$ cat src/rtl/audio_i2s_tx.sv
// audio_i2s_tx -- I2S serial transmitter feeding an external DAC.
//
// Latches one 16-bit signed left/right pair at each frame start and shifts
// it out MSB first as standard I2S: one-BCLK delay after the LRCK edge, and
// each 16-bit word zero-padded to a 32-bit slot. It also produces the
// frame-rate square wave o_sample_clock; its rising edge marks the frame
// start and paces the upstream channel.
//
// Frame = 64 BCLK periods = 128*BCLK_DIV i_clock cycles.
//
// Parameters
//   BCLK_DIV        i_clock cycles per BCLK half-period (>= 2)
// Ports
//   i_clock         system clock, all logic on posedge
//   i_reset         synchronous, active-high reset
//   i_enable        1 = run, 0 = idle (all outputs low)
//   i_sample_left   signed left sample, latched at frame start
//   i_sample_right  signed right sample, latched at frame start
//   o_sample_clock  high for slots 0..31, low for slots 32..63
//   o_i2s_bclk      bit clock, idles low
//   o_i2s_lrck      word select, 0 = left, 1 = right
//   o_i2s_sdata     serial data, changes only on the BCLK falling edge
//
// Build option
//   AUDIO_I2S_TX_MONO_EN  when defined, both channels carry (L+R)>>>1.

module audio_i2s_tx #(
  parameter int BCLK_DIV = 16
) (
  input  logic        i_clock,
  input  logic        i_reset,
  input  logic        i_enable,
  input  logic [15:0] i_sample_left,
  input  logic [15:0] i_sample_right,
  output logic        o_sample_clock,
  output logic        o_i2s_bclk,
  output logic        o_i2s_lrck,
  output logic        o_i2s_sdata
);

  localparam int            DW      = (BCLK_DIV > 2) ? $clog2(BCLK_DIV) : 1;
  localparam logic [DW-1:0] DIV_MAX = DW'(BCLK_DIV - 1);

  typedef enum logic {IDLE, RUN} state_t;

  state_t        state_q, state_d;
  logic [DW-1:0] div_cnt;
  logic [5:0]    slot;
  logic          bclk, lrck, sdata, sclk;
  logic [15:0]   hold_l, hold_r;
  // Left word minus its MSB (sent directly from hold_l in slot 1) followed
  // by the full right word; shifted once per data slot.
  logic [30:0]   shreg;

  logic          tick, fall, frame_start;
  logic [5:0]    slot_nx;
  logic          data_slot;
  logic [15:0]   lat_l, lat_r;

  // Values captured into the holding registers at frame start.
`ifdef AUDIO_I2S_TX_MONO_EN
  // 17-bit signed sum; dropping bit 0 is the floor arithmetic shift by 1,
  // keeping bits 16:1 truncates the result back to 16 bits.
  logic [16:0] mono_sum;
  assign mono_sum = {i_sample_left[15], i_sample_left}
                  + {i_sample_right[15], i_sample_right};
  assign lat_l    = mono_sum[16:1];
  assign lat_r    = mono_sum[16:1];
`else
  assign lat_l    = i_sample_left;
  assign lat_r    = i_sample_right;
`endif

  assign slot_nx   = slot + 6'd1;
  // Slot 1 is loaded specially; these slots take the next shifted bit.
  assign data_slot = ((slot_nx >= 6'd2)  && (slot_nx <= 6'd16)) ||
                     ((slot_nx >= 6'd33) && (slot_nx <= 6'd48));

  // ---------------------------------------------------------------------
  // FSM
  // ---------------------------------------------------------------------
  always_ff @(posedge i_clock) begin
    if (i_reset) state_q <= IDLE;
    else         state_q <= state_d;
  end

  always_comb begin
    state_d     = state_q;
    tick        = 1'b0;
    fall        = 1'b0;
    frame_start = 1'b0;
    case (state_q)
      IDLE: begin
        if (i_enable) begin
          state_d     = RUN;
          frame_start = 1'b1;
        end
      end
      RUN: begin
        if (!i_enable) begin
          state_d = IDLE;
        end else begin
          tick        = (div_cnt == DIV_MAX);
          fall        = tick && bclk;
          // Falling edge out of slot 63 is the next frame start.
          frame_start = fall && (slot == 6'd63);
        end
      end
      default: state_d = IDLE;
    endcase
  end

  // ---------------------------------------------------------------------
  // Divider, slot counter and serializer
  // ---------------------------------------------------------------------
  always_ff @(posedge i_clock) begin
    if (i_reset) begin
      div_cnt <= '0;
      slot    <= '0;
      bclk    <= 1'b0;
      lrck    <= 1'b0;
      sdata   <= 1'b0;
      sclk    <= 1'b0;
      shreg   <= '0;
      hold_l  <= '0;
      hold_r  <= '0;
    end else if (state_d == IDLE) begin
      // Idle or leaving RUN: outputs low, counters cleared, so a later
      // enable always starts a fresh frame.
      div_cnt <= '0;
      slot    <= '0;
      bclk    <= 1'b0;
      lrck    <= 1'b0;
      sdata   <= 1'b0;
      sclk    <= 1'b0;
      shreg   <= '0;
    end else if (frame_start) begin
      div_cnt <= '0;
      slot    <= '0;
      bclk    <= 1'b0;
      lrck    <= 1'b0;
      sdata   <= 1'b0;
      sclk    <= 1'b1;
      hold_l  <= lat_l;
      hold_r  <= lat_r;
    end else if (tick) begin
      div_cnt <= '0;
      bclk    <= ~bclk;
      if (fall) begin
        slot <= slot_nx;
        lrck <= slot_nx[5];
        sclk <= ~slot_nx[5];
        if (slot_nx == 6'd1) begin
          sdata <= hold_l[15];
          shreg <= {hold_l[14:0], hold_r};
        end else if (data_slot) begin
          sdata <= shreg[30];
          shreg <= {shreg[29:0], 1'b0};
        end else begin
          sdata <= 1'b0;
        end
      end
    end else begin
      div_cnt <= div_cnt + DW'(1);
    end
  end

  assign o_sample_clock = sclk;
  assign o_i2s_bclk     = bclk;
  assign o_i2s_lrck     = lrck;
  assign o_i2s_sdata    = sdata;

endmodule

$ cat config.mk
export PLATFORM = sky130hd
export DESIGN_NAME = audio_i2s_tx
export DESIGN_NICKNAME = d
export VERILOG_FILES = /design/src/rtl/audio_i2s_tx.sv
export SDC_FILE = /design/constraint.sdc
export NUM_CORES = 1
export LEC_CHECK = 0
export CAP_MARGIN = 30
export CELL_PAD_IN_SITES_DETAIL_PLACEMENT = 0
export CELL_PAD_IN_SITES_GLOBAL_PLACEMENT = 1
export CORE_ASPECT_RATIO = 2
export CORE_MARGIN = 10
export CORE_UTILIZATION = 52
export DETAILED_ROUTE_END_ITERATION = 8
export DONT_BUFFER_PORTS = 1
export PLACE_DENSITY_LB_ADDON = 0.25
export SYNTH_ARGS = -nofsm -noshare
export SYNTH_HDL_FRONTEND = slang
export SYNTH_SLANG_ARGS = --single-unit
$ cat constraint.sdc
create_clock -name i_clock -period 5.4 [get_ports i_clock]
set_input_delay 1.08 -clock i_clock [delete_from_list [all_inputs] [get_ports i_clock]]
set_output_delay 1.08 -clock i_clock [all_outputs]
set_load 0.005 [all_outputs]
Word level (Yosys, flattened, before mapping):

Index checks and enable logic that the tools add are counted.

* flip-flop bits (word level): 78
* input port bits: 35
* logic and storage cells: 53

* $add $sub $neg: 2
* magnitude comparators: 4
* equal/unequal tests: 3
* multiplexer cells: 14
* bitwise gates (word level): 5
* reductions and logical operators: 15

Operators with widths (number)
* $mux W31: 2
* $mux W1: 11
* $add A6 B1 Y6 const B: 1
* $eq A6 B1 Y1 const B: 1
* $eq A6 B6 Y1 const B: 1
* $ge A6 B2 Y1 const B: 1
* $ge A6 B6 Y1 const B: 1
* $le A6 B5 Y1 const B: 1
* $le A6 B6 Y1 const B: 1
* $reduce_and A2 Y1: 3
* $reduce_bool A2 Y1: 3
* $not A1 Y1: 5
* $add A4 B1 Y4 const B: 1
* $eq A4 B4 Y1 const B: 1
* $logic_and A1 B1 Y1: 4
* $reduce_and A4 Y1: 1
* $reduce_or A4 Y1: 1
* $reduce_or A3 Y1: 1
* $pmux W1 S2: 1
* $reduce_or A2 Y1: 1
* $logic_or A1 B1 Y1: 1

Depth between registers and ports, before layout:

Gate-level depths: netlist of run 1.

* depth after elaboration: 7
* gate-level depth with buffers: 10
* depth with buffers taken out: 8

Worst setup path after synthesis of run 1:

OpenSTA, ideal clock, no wires.

* path kind: input to register
* start: input port i_enable
* end: register shreg[14]
* data arrival time: 2.505 ns
* required time: 5.311 ns
* setup slack: 2.807 ns
* stages on the path: 7
* buffers on the path: 2
* cell sequence: nand4_1 > or3_1 > clkbuf_1 > a31oi_1 > buf_2 > a21oi_1 > a311oi_2

* word-level cells in the longest chain between the ends: 4
* elaborated cells between the ends (all ways): 11
* those cells by class: 7 x mux; 2 x bitwise; 2 x reduce/logical

RTL lines
* start, declared: line 32 `input logic i_enable,`
* $mux W1, on equally long branches: line 100, 94
* $pmux W1 S2: line 92 `case (state_q)`
* $not A1 Y1 (no source line)
* $reduce_and A4 Y1 (no source line)
* end signal, assigned: line 155 `shreg <= {hold_l[14:0], hold_r};`
* end signal, assigned: line 158 `shreg <= {shreg[29:0], 1'b0};`
* end, declared: line 53 `logic [30:0] shreg;`

Parallel ways exist; a longest one is shown, timed or not.
A chain may end at the register's enable or synchronous reset.

Worst setup path in the final report of run 1:

* start: register slot[0]
* end: register shreg[14]

* word-level cells in the longest chain between the ends: 6
* elaborated cells between the ends (all ways): 17
* those cells by class: 1 x add/sub; 4 x order compare; 2 x eq/ne; 3 x mux; 1 x bitwise; 6 x reduce/logical

RTL lines
* start, declared: line 48 `logic [5:0] slot;`
* start signal, assigned: line 150 `slot <= slot_nx;`
* $add A6 B1 Y6 (*): line 74 `assign slot_nx = slot + 6'd1;`
* named net slot_nx[0]: line 56 `logic [5:0] slot_nx;`
* $ge A6 B2 Y1, or another cell as far along: line 76 `assign data_slot = ((slot_nx >= 6'd2) && (slot_nx <= 6'd16)) ||`
* $logic_and A1 B1 Y1, on equally long branches: line 76, 77
* $logic_or A1 B1 Y1: line 76
* $reduce_bool A2 Y1 (no source line)
* $reduce_and A4 Y1 (no source line)

Mark *: on every way through the listed nets, which the timed path passes. The rest lies on a longest branch.

==> results.toml, run 1 <==
[critical_path]
critPathMaxStageDelay_ns = 0.64
r2r_start = "slot[0]"
crit_path_end_kind = "flip-flop"
cp.required_ns = 5.64
path_max_fanout = 62
crit_start = "slot[0]"
start_kind = "flip-flop"
endpoint = "shreg[14]"
worst_path_max_delay_cell = "buf_4"
arrival_ns = 3.22
r2r.worst_path.cells = 9
r2r-end = "shreg[14]"
reg2reg_slack_ns = 2.42
crit_chain = "inv_1, ha_1, nand2b_1, o31ai_1, a32oi_1, a211oi_4, buf_4, a21oi_1, a311oi_2"
crit_type = "reg -> reg"

[clock_tree]
postCtsSetupBuffers = 0
post_cts_resized = 0
clk_pin_slew_ns = 0.05
cts_hold_buffers = 0
cts_tree = "built"
cts.sinks = 77
cts_buffers = 9
root_buffer = "clkbuf_16"
cts_buffer_depth = 2
cts_max_level = 3
clock_latency_ns = 0.33

[outcome]
outcome = "finished, final reports clean"

[route]
drtIter0Drc = 217
via_per_inst = 5.71
wl_per_cell_um = 16.2
drc_errors = 0
drt_wl_total_um = 7420
vias = 2619
detailedRoute.firstPassIterationCount = 4
ant_nets = 0

[global_route]
track_usage_pct = 14.3
antenna_found_initial = 0
grt_pass1_wl_um = 12500
gr-total-overflow = 0
grt_pass1_vias = 2576
grt_max_degree = 63

[final_layout]
diodes = 0
final_util_pct = 58.2
mostFrequentLayoutCell = "dfxtp_1"
finalNonFillerCells = 459
layout_common_cells = "dfxtp_1 (77), nand2_1 (71), a21oi_1 (67)"
area_growth_pct = 8.08
nNetsFinal = 408
fin_area_um2 = 3880
final_layout_size_suffix_gt1_share_pct = 16.7

[power_and_ir_drop]
pwr-share-seq_pct = 50.8
vdd_ir_drop_max_mv = 0.194
p_per_area_nw_per_um2 = 299
p_sw_share_pct = 21.5
power_mw = 1.16
p_switching_mw = 0.250
internal_power_mw = 0.913
p_clk_share_pct = 45.0
pwr-share-comb_pct = 4.1
leakage_nw = 1.18

[die]
coreArea_um2 = 6670
die_w_um = 78.8
die_h_um = 138
row_count = 42
initial_utilization_pct = 53.8
fp.dieArea_um2 = 10800
pin_count = 39

[timing]
tightest_slew_ns = 0.756
fin_ws_ns = 2.42
slew_headroom_pct = 49.3
finalSetupViolCount = 0
finalCriticalPeriod_ns = 2.98
fin_crit_sh_pct = 55.1
slew_violations = 0
finClkSkew_ns = 0.00582
tns_ns = 0
finalHoldViolations = 0
worst_hold_slack_ns = 0.442
max_freq_ghz = 0.336
rsz0062_at_grt = "false"

[yosys]
synth-edff-count = 0
synth_cell_types = 41
synthArstFlopShare_pct = 0
ys_seq_area_share_pct = 42.9
ys_ff_latch = 77
synthesis.area_um2 = 3590
syn_inst = 386
syn_area_per_cell_um2 = 9.31
synthFlopType = "dfxtp_1"
synth_fp_nets = 425
ys_warn_count = 0

[flow_run]
max_cap_violations = 0

[place]
gp_congestion = 0.761
port_buffers = 0
placedCellCount = 445
pre_cts_ws_ns = 2.41
hpwlAfterDp_um = 5010
dpl_cell_area_um2 = 3610

[hold_path]
hold_class = "reg -> reg"
cell usage after synthesis, types with 5 or more instances:
| master | n | area share (%) |
|---|---|---|
| mux2i_1 | 30 | 8.4 |
| nor2_1 | 11 | 1.1 |
| nand2_1 | 71 | 7.4 |
| buf_4 | 5 | 1.0 |
| inv_1 | 8 | 0.84 |
| buf_2 | 12 | 1.7 |
| a311oi_2 | 29 | 12 |
| clkbuf_1 | 16 | 1.7 |
| a21oi_1 | 67 | 9.3 |
| nand3_1 | 7 | 0.98 |
| dfxtp_1 | 77 | 43 |
layout make-up:
type                            count  area (µm²)
Clock buffer                       10         239
Clock inverter                      3        15.0
Fill cell                         650        2790
Inverter                            8        30.0
Multi-Input combinational cell    265        1850
Sequential cell                    77        1540
Tap cell                           88         110
Timing Repair Buffer                8        92.6
worst min-delay path by stage:
| stage | startpoint | to | slack [ns] | depth (start not counted) |
|---|---|---|---|---|
| after global routing | hold_r[15] | hold_r[15] | 0.46 | 2 |
| after floorplan | div_cnt[0] | div_cnt[0] | 0.42 | 1 |
| after detailed placement | hold_r[13] | hold_r[13] | 0.44 | 2 |
| after global placement | div_cnt[0] | div_cnt[0] | 0.43 | 1 |
| after CTS | hold_r[13] | hold_r[13] | 0.44 | 2 |
| final | hold_r[13] | hold_r[13] | 0.44 | 2 |
power groups by stage:
stage	combinational, mW	clock, mW	sequential, mW
3_3_place_gp	0.0462	0	0.603
4_1_cts	0.0479	0.532	0.591
2_1_floorplan	0.0415	0	0.600
6_report	0.0482	0.524	0.591
5_1_grt	0.0554	0.561	0.592
3_5_place_dp	0.0477	0	0.603
critical path, delay by kind of cell, from the launching register on:
kind | cells | cell delay, ns
buf+inv | 2 | 0.73
fa+ha+maj | 1 | 0.36
flops | 1 | 0.58
simple gates | 1 | 0.18
compound gates | 5 | 1.03
sequential cells by signal, summed over array words and instances, names as in the netlist:
name,cells
state_q,1
hold_l,16
hold_r,16
div_cnt,4
shreg,31
o_sample_clock,1
slot,6
o_i2s_sdata,1
o_i2s_bclk,1
routing by layer:
metal / track usage (%) / wire length (µm) / vias to the layer above
met3: 5.29 / 381 / 9
met4: 5.11 / 114 / 0
met2: 24.4 / 3780 / 37
li1: - / - / 1338
met5: 0 / 0 / -
met1: 16.0 / 3150 / 1235
cell families (layout without fill, tap and decap cells):
group	count (synthesis)	after routing	synth area share, %
AOI/OAI and AO/OA	114	114	25.9
and+or+nand+nor	109	109	13.3
DFF	77	77	42.9
buffers and inverters	44	29	6.17
muxes	31	31	8.67
xor gates and xnor gates	7	7	1.71
adders and majority gates	4	4	1.39
(Power assumes the default switching activity.)
==> run 2, diff against run 1 <==
Settings changed: CORE_UTILIZATION 52 to 44.
Clock period 5.4 ns to 2.7 ns, I/O delays scaled along.
==> run 2 against run 1 <==
Effect of this change: via count increased by 2.0%; clock power rose by 150%; sequential share of layout area decreased by 1.6 points; critical path depth grew 1; clock skew increased by 0.0029 ns; fmax is 19% higher; non-clock buffer count up 4; final area rose by 4.2%; sequential power up 100%; clock-buffer cell count increased by 2; cell count rose by 3.3%; critical endpoint is now shreg[21].
==> results.toml, run 2 (synthesized netlist as in run 1, its figures left out) <==
[power_and_ir_drop]
p_switching_mw = 0.529
power_mw = 2.59
pwr-share-seq_pct = 45.7
internal_power_mw = 2.06
p_per_area_nw_per_um2 = 639
pwr-share-comb_pct = 3.8
p_sw_share_pct = 20.5
vdd_ir_drop_max_mv = 0.372
leakage_nw = 1.25
p_clk_share_pct = 50.5

[route]
drc_errors = 0
detailedRoute.firstPassIterationCount = 4
wl_per_cell_um = 16.8
via_per_inst = 5.64
drt_wl_total_um = 7960
ant_nets = 0
drtIter0Drc = 103
vias = 2672

[flow_run]
max_cap_violations = 0

[global_route]
grt_pass1_wl_um = 13000
antenna_found_initial = 0
track_usage_pct = 12.6
grt_pass1_vias = 2645
grt_max_degree = 63
gr-total-overflow = 0

[clock_tree]
clk_pin_slew_ns = 0.06
root_buffer = "clkbuf_16"
cts.sinks = 77
clock_latency_ns = 0.34
cts_buffers = 9
cts_buffer_depth = 2
cts_max_level = 3
cts_tree = "built"

[die]
die_w_um = 83.9
initial_utilization_pct = 45.2
fp.dieArea_um2 = 12400
row_count = 46
pin_count = 39
die_h_um = 148
coreArea_um2 = 7940

[critical_path]
crit_path_end_kind = "flip-flop"
worst_path_max_delay_cell = "dfxtp_2"
r2r.worst_path.cells = 10
path_max_fanout = 23
crit_type = "reg -> reg"
arrival_ns = 2.75
r2r-end = "shreg[21]"
cp.required_ns = 2.94
critPathMaxStageDelay_ns = 0.45
r2r_start = "slot[0]"
crit_chain = "inv_1, ha_1, nand2b_1, o31ai_1, a32oi_1, a211oi_4, buf_4, buf_12, a21oi_1, a311oi_2"
reg2reg_slack_ns = 0.19
start_kind = "flip-flop"

[final_layout]
mostFrequentLayoutCell = "dfxtp_1"
diodes = 0
final_layout_size_suffix_gt1_share_pct = 18.3
layout_common_cells = "dfxtp_1 (76), nand2_1 (71), a21oi_1 (67)"
fin_area_um2 = 4040
largest-register = "shreg"
reg_top3 = "shreg: 31 flops, hold_l: 16 flops, hold_r: 16 flops"
area_growth_pct = 12.6
largest_reg_flops = 31
nNetsFinal = 412

[timing]
fin_crit_sh_pct = 93.0
finClkSkew_ns = 0.00870
slew_violations = 0
finalSetupViolCount = 0
slew_headroom_pct = 54.4
tightest_slew_ns = 0.681
finalHoldViolations = 0
finalCriticalPeriod_ns = 2.51
tns_ns = 0
max_freq_ghz = 0.398
rsz0062_at_grt = "false"

[hold_path]
min_to = "hold_r[11]"
hold_class = "in -> reg"
hold_depth = 1
min_from = "i_reset"

[place]
dpl_cell_area_um2 = 3680
port_buffers = 0
gp_congestion = 0.875
hpwlAfterDp_um = 5190

[outcome]
outcome = "finished, final reports clean"
-- run 2: changes by cell type in the layout (fill, tap and decap cells not counted), sizes merged --
| cell | change |
|---|---|
| clkinv | -1 |
| buf | +3 |
| bufinv | +2 |
| clkbuf | +3 |
-- run 2: what timing repair did --
action,in CTS,in global routing
buffers inserted,0,2
setup endpoints to repair,0,32
hold buffers,0,0
gates resized for setup,0,1
-- run 2: layer usage --
| metal | up-vias | global-route usage [%] | share of wire (%) | routed length [µm] |
|---|---|---|---|---|
| li1 | 1346 | - | - | - |
| met1 | 1261 | 14.2 | 43 | 3420 |
| met2 | 53 | 21.5 | 51 | 4100 |
| met3 | 12 | 2.75 | 3.4 | 270 |
| met4 | 0 | 6.73 | 2.2 | 178 |
| met5 | - | 0 | 0 | 0 |
-- run 2: how the worst max path moves through the flow --
| stage | end | slack, ns | from | depth (start not counted) |
|---|---|---|---|---|
| after floorplan | shreg[10] | 0.47 | slot[0] | 9 |
| after global placement | shreg[7] | 0.13 | slot[0] | 9 |
| after detailed placement | shreg[3] | 0.06 | slot[0] | 9 |
| after CTS | shreg[7] | 0.03 | slot[0] | 9 |
| after global routing | shreg[18] | 0.03 | slot[0] | 10 |
| final | shreg[21] | 0.19 | slot[0] | 10 |
-- run 2: worst max-delay path: cells and delay by family (launching register included) --
family / cells / cell delay, ns
fa+ha+maj: 1 / 0.36
flops: 1 / 0.45
buf+inv: 3 / 0.43
compound gates: 5 / 0.97
simple gates: 1 / 0.19
-- run 2: layout make-up --
type,instances,area [µm²]
inverter,8,30.0
sequential,77,1540
tap,96,120
fill,754,3900
clock inverter,4,70.1
multi-input combinational,265,1850
timing repair buffer,12,170
clock buffer,12,256
-- run 2: per-stage QoR --
step / hold WS [ns] / util, % / setup WS [ns] / std cells
floorplan: 0.418 / - / 0.465 / 386
global placement: 0.432 / 46.3 / 0.129 / 455
detailed placement: 0.440 / 46.3 / 0.0630 / 455
CTS: 0.256 / 50.4 / 0.0279 / 471
global route: 0.260 / 50.9 / 0.0334 / 474
finish: 0.272 / 50.9 / 0.190 / 474
-- run 2: power groups by stage --
stage	Combinational, mW	Clock [mW]	Sequential [mW]
5_1_grt	0.112	1.37	1.18
6_report	0.0979	1.31	1.18
3_5_place_dp	0.0991	0	1.21
3_3_place_gp	0.0976	0	1.21
4_1_cts	0.0998	1.34	1.18
2_1_floorplan	0.0829	0	1.20
